[src/rtl/oam_dma_ctrl_pkg.sv]
// Shared widths, default bus addresses and state encoding for the OAM DMA controller.
package oam_dma_ctrl_pkg;

  localparam int ADDR_WIDTH = 16;
  localparam int REG_WIDTH  = 8;

  localparam logic [ADDR_WIDTH-1:0] DMA_REG_ADDR_DEF  = 16'h4014;
  localparam logic [ADDR_WIDTH-1:0] OAM_DATA_ADDR_DEF = 16'h2004;

  typedef enum logic [2:0] {
    ST_IDLE  = 3'd0,
    ST_HALT  = 3'd1,
    ST_ALIGN = 3'd2,
    ST_READ  = 3'd3,
    ST_WRITE = 3'd4
  } dma_state_t;

endpackage

[src/rtl/oam_dma_ctrl.sv]
// Sprite DMA engine: halts the CPU, then copies one 256-byte page into the
// OAM data port as alternating read/write bus cycles.
module oam_dma_ctrl
  import oam_dma_ctrl_pkg::*;
#(
  parameter logic [ADDR_WIDTH-1:0] DMA_REG_ADDR  = DMA_REG_ADDR_DEF,
  parameter logic [ADDR_WIDTH-1:0] OAM_DATA_ADDR = OAM_DATA_ADDR_DEF
) (
  input  logic                  clk,
  input  logic                  reset_n,
  input  logic [ADDR_WIDTH-1:0] cpu_addr,
  input  logic [REG_WIDTH-1:0]  cpu_dout,
  input  logic                  cpu_rw_n,
  input  logic [REG_WIDTH-1:0]  mem_rdata,
  output logic                  cpu_rdy,
  output logic                  bus_grant,
  output logic [ADDR_WIDTH-1:0] dma_addr,
  output logic [REG_WIDTH-1:0]  dma_data,
  output logic                  dma_rw_n,
  output logic                  dma_done
);

  dma_state_t           state_reg, state_next;
  logic [REG_WIDTH-1:0] page_reg, page_next;
  logic [REG_WIDTH-1:0] idx_reg, idx_next;
  logic [REG_WIDTH-1:0] data_buf_reg, data_buf_next;
  logic                 cycle_odd_reg;

  always_ff @(posedge clk or negedge reset_n) begin
    if (!reset_n) begin
      state_reg     <= ST_IDLE;
      page_reg      <= '0;
      idx_reg       <= '0;
      data_buf_reg  <= '0;
      cycle_odd_reg <= 1'b0;
    end else begin
      state_reg     <= state_next;
      page_reg      <= page_next;
      idx_reg       <= idx_next;
      data_buf_reg  <= data_buf_next;
      cycle_odd_reg <= ~cycle_odd_reg;
    end
  end

  // cpu_* inputs only steer next-state; every output decodes registered state.
  always_comb begin
    state_next    = state_reg;
    page_next     = page_reg;
    idx_next      = idx_reg;
    data_buf_next = data_buf_reg;
    cpu_rdy       = 1'b0;
    bus_grant     = 1'b0;
    dma_addr      = '0;
    dma_data      = '0;
    dma_rw_n      = 1'b1;
    dma_done      = 1'b0;

    case (state_reg)
      ST_IDLE: begin
        cpu_rdy = 1'b1;
        if (!cpu_rw_n && (cpu_addr == DMA_REG_ADDR)) begin
          page_next  = cpu_dout;
          idx_next   = '0;
          state_next = ST_HALT;
        end
      end
      ST_HALT: begin
        // RDY cannot stall a write cycle, so wait for the CPU to reach a read.
        if (cpu_rw_n) begin
          state_next = cycle_odd_reg ? ST_ALIGN : ST_READ;
        end
      end
      ST_ALIGN: begin
        state_next = ST_READ;
      end
      ST_READ: begin
        bus_grant     = 1'b1;
        dma_addr      = {page_reg, idx_reg};
        data_buf_next = mem_rdata;
        state_next    = ST_WRITE;
      end
      ST_WRITE: begin
        bus_grant = 1'b1;
        dma_rw_n  = 1'b0;
        dma_addr  = OAM_DATA_ADDR;
        dma_data  = data_buf_reg;
        idx_next  = idx_reg + 8'd1;
        if (idx_reg == 8'hFF) begin
          dma_done   = 1'b1;
          state_next = ST_IDLE;
        end else begin
          state_next = ST_READ;
        end
      end
      default: begin
        state_next = ST_IDLE;
      end
    endcase
  end

endmodule

[config.mk]
export PLATFORM = sky130hd
export DESIGN_NAME = oam_dma_ctrl
export DESIGN_NICKNAME = d
export VERILOG_FILES = /design/src/rtl/oam_dma_ctrl_pkg.sv /design/src/rtl/oam_dma_ctrl.sv
export SDC_FILE = /design/constraint.sdc
export NUM_CORES = 1
export LEC_CHECK = 0
export CAP_MARGIN = 40
export CORE_ASPECT_RATIO = 0.7
export CORE_MARGIN = 1.5
export CORE_UTILIZATION = 40
export CTS_CLUSTER_DIAMETER = 60
export DETAILED_ROUTE_END_ITERATION = 16
export PLACE_DENSITY_LB_ADDON = 0.1
export SYNTH_ARGS = -nofsm -noshare
export SYNTH_HDL_FRONTEND = slang
export SYNTH_SLANG_ARGS = --single-unit
export TNS_END_PERCENT = 20
[constraint.sdc]
create_clock -name clk -period 2 [get_ports clk]
set_input_delay 0.6 -clock clk [delete_from_list [all_inputs] [get_ports clk]]
set_output_delay 0.6 -clock clk [all_outputs]
set_load 0.005 [all_outputs]
==> results.toml <==
[outcome]
status = "complete, but fails checks"
violations = "setup timing"

[final_layout]
final_nets = 281
antenna_cells = 0
stdcell_count = 294
fin_util_pct = 76.1
area_delta_synth_final_pct = 80.3
drive_above_1_share_pct = 50.8

[clocking]
clk_latency_ns = 0.28
clkSinkCount = 28
cts_tree = "built"
clockBufferDepth = 2
cts.clk_slew.worst_paths_ns = 0.10
cts-root-buf = "clkbuf_8"
holdBufCountCts = 0
htree_num_levels = 1
cts_buffers = 3

[timing]
relSlewSlack_pct = 71.9
fin_skew_ns = 0.00462
worstMarginPinSlew_ns = 0.416
setup_ws_ns = -0.225
timing.fmax_mhz = 450
rsz0062_at_grt = "yes"
hold_viol = 0
fin_crit_sh_pct = 111
setup_viol = 36
slew_viol_final = 0
min_period_ns = 2.22

[drt]
antenna_left = 0
first_pass_iters = 4
drc = 0
drtIter0Drc = 89
viasPerCell = 5.04
wl_um = 4830
post_drt_wl_per_cell_um = 16.4
vias = 1482

[setup_path]
cp_slowest_stage_delay_ns = 0.44
worstSetupPathType = "reg -> out"
crit_path_start_kind = "flop"
cp_top_family = "buffers and inverters"
cp.depth = 7
ff2ff_setup_slack_ns = -0.03
slowest_stage = "dfrtp_1"
cp_common_cell = "buf_6"
cp-endpoint = "dma_done"
crit_fanout = 3
worstPathRequired_ns = 1.40
r2r_cells = 7
cp-end-kind = "output pin"
path_buf_inv = 5
cp_cell_sequence = "buf_6 > nor3b_4 > buf_4 > inv_2 > buf_6 > nor3_4 > buf_2"
reg2reg_to = "page_reg[7]$_DFFE_PN0P_"
critPathLaunch = "state_reg[1]$_DFFE_PN0P_"
arrival_ns = 1.62
reg2reg_from = "state_reg[1]$_DFFE_PN0P_"

[yosys]
ys_top_cells_by_area = "dfrtp_1 47%, and2_1 9.2%, mux2_4 7.0%"
synth.avg_cell_area_um2 = 11.1
ys_warn_count = 0
synth-edff-count = 0
synth_top_area_share_pct = 46.7
synth_ff_type = "dfrtp_1"
netlist_instances = 135
yosys.area.top_type = "dfrtp_1"
synth.distinct_cells = 39
syn_nets = 171
ys_async_sr_fraction_pct = 100
seq_area_frac_synth_pct = 46.7
ys_ff_latch = 28
syn_area_um2 = 1500

[place]
post-place-cells = 270
dpl.hpwl_um = 2940
numPortBuffers = 62
place.gp.congestion = 0.854

[power_and_ir_drop]
p_switching_uw = 766
p_int_uw = 1790
power_frac_clock_pct = 17.9
combPwrFrac_pct = 51.4
netSwitchingFraction_pct = 29.9
peakVddDrop_mv = 0.411
p_leak_uw = 0.00132
cellPowerDensity_nw_per_um2 = 944
pwr-share-seq_pct = 30.7

[floorplanning]
die_w_um = 76.2
coreArea_um2 = 3560
start_util_pct = 42.2
io_pins = 63
die_y_um = 54.3
die_area_um2 = 4140
rows = 18

[grt]
grt_pass1_vias = 1478
grtUsageTotal_pct = 23.3
grt_max_degree = 29
grt_pass1_wl_um = 7310
antenna_found_initial = 0
grt_overflow = 0

[job]
drv_cap = 0

[hold_path]
worstHoldPathType = "reg -> reg"
## layer usage
layer	vias to the layer above	GRT usage (%)	wire length [um]
li1	689	-	-
met1	724	26.8	1910
met2	57	45.4	2550
met3	12	5.17	263
met4	0	6.17	104
met5	-	0	0
## cell usage after synthesis (2+ instances only)
| library cell | n |
|---|---|
| a31oi_1 | 2 |
| and2_1 | 22 |
| and3_1 | 2 |
| buf_2 | 2 |
| clkbuf_1 | 2 |
| dfrtp_1 | 28 |
| inv_1 | 3 |
| mux2_2 | 9 |
| mux2_4 | 7 |
| mux2i_1 | 3 |
| nand2_1 | 11 |
| nand3_1 | 4 |
| nand3b_1 | 2 |
| nor2_1 | 6 |
| nor3_1 | 3 |
| o21ai_0 | 4 |
| o311ai_0 | 2 |
| o31ai_1 | 2 |
## kinds of logic after synthesis
logic type,count (synthesis),synth area share (%)
mux,19,15.8
compound gates,14,6.25
flops,28,46.7
xor+xnor,2,1.17
fa+ha+maj,1,0.833
simple gates,62,26.4
buf+inv,9,2.92
## how the worst min path moves through the flow
stage               cells past startpoint  slack (ns)                     from                 endpoint
floorplan                               0        0.30                  reset_n  cycle_odd_reg$_DFF_PN0_
global placement                        1        0.42  cycle_odd_reg$_DFF_PN0_  cycle_odd_reg$_DFF_PN0_
detailed placement                      1        0.41  cycle_odd_reg$_DFF_PN0_  cycle_odd_reg$_DFF_PN0_
CTS                                     1        0.43  cycle_odd_reg$_DFF_PN0_  cycle_odd_reg$_DFF_PN0_
global route                            1        0.47  cycle_odd_reg$_DFF_PN0_  cycle_odd_reg$_DFF_PN0_
finish                                  1        0.45  cycle_odd_reg$_DFF_PN0_  cycle_odd_reg$_DFF_PN0_
## power groups by stage
| stage | Combinational, uW | Sequential (uW) | Clock, uW |
|---|---|---|---|
| detailed placement | 887 | 794 | 0 |
| CTS | 1200 | 779 | 463 |
| floorplan | 381 | 794 | 0 |
| global route | 1400 | 800 | 492 |
| finish | 1310 | 786 | 457 |
| global placement | 866 | 780 | 0 |
## metrics by stage
stage / area [um^2] / TNS, ns / setup slack, ns / total power (uW) / hold WS, ns
after CTS: 2650 / -2.66 / -0.209 / 2440 / 0.434
after floorplan: 1500 / 0 / 0.114 / 1180 / 0.304
after global placement: 2390 / -4.60 / -0.326 / 1650 / 0.417
after global routing: 2710 / -4.80 / -0.314 / 2700 / 0.471
after detailed placement: 2390 / -6.15 / -0.410 / 1680 / 0.413
final: 2710 / -2.57 / -0.225 / 2560 / 0.446
## cell usage in the layout (no fill, tap or decap), types with 4 or more instances in the layout
master            n
and2_1           12
mux2_2            9
mux2_4            7
nor2_1            6
buf_2            11
dfrtp_1          28
buf_6            24
clkbuf_2          5
nand2_2           4
nand3_1           4
buf_4            30
and2_4           10
nand2_1           7
clkdlybuf4s50_1  32
## final cells by class
cell class	instances	area, um^2
timing repair buffer	110	1030
fill	258	851
multi-input combinational	98	832
sequential	28	701
tap	50	62.6
clock buffer	3	41.3
clock inverter	1	30.0
inverter	4	15.0
## what timing repair did
item,4_1_cts,5_1_grt
pin swaps,9,6
gates cloned,2,0
setup buffers,15,5
setup endpoints to repair,36,37
resized for setup,123,34
(Power assumes the default switching activity.)
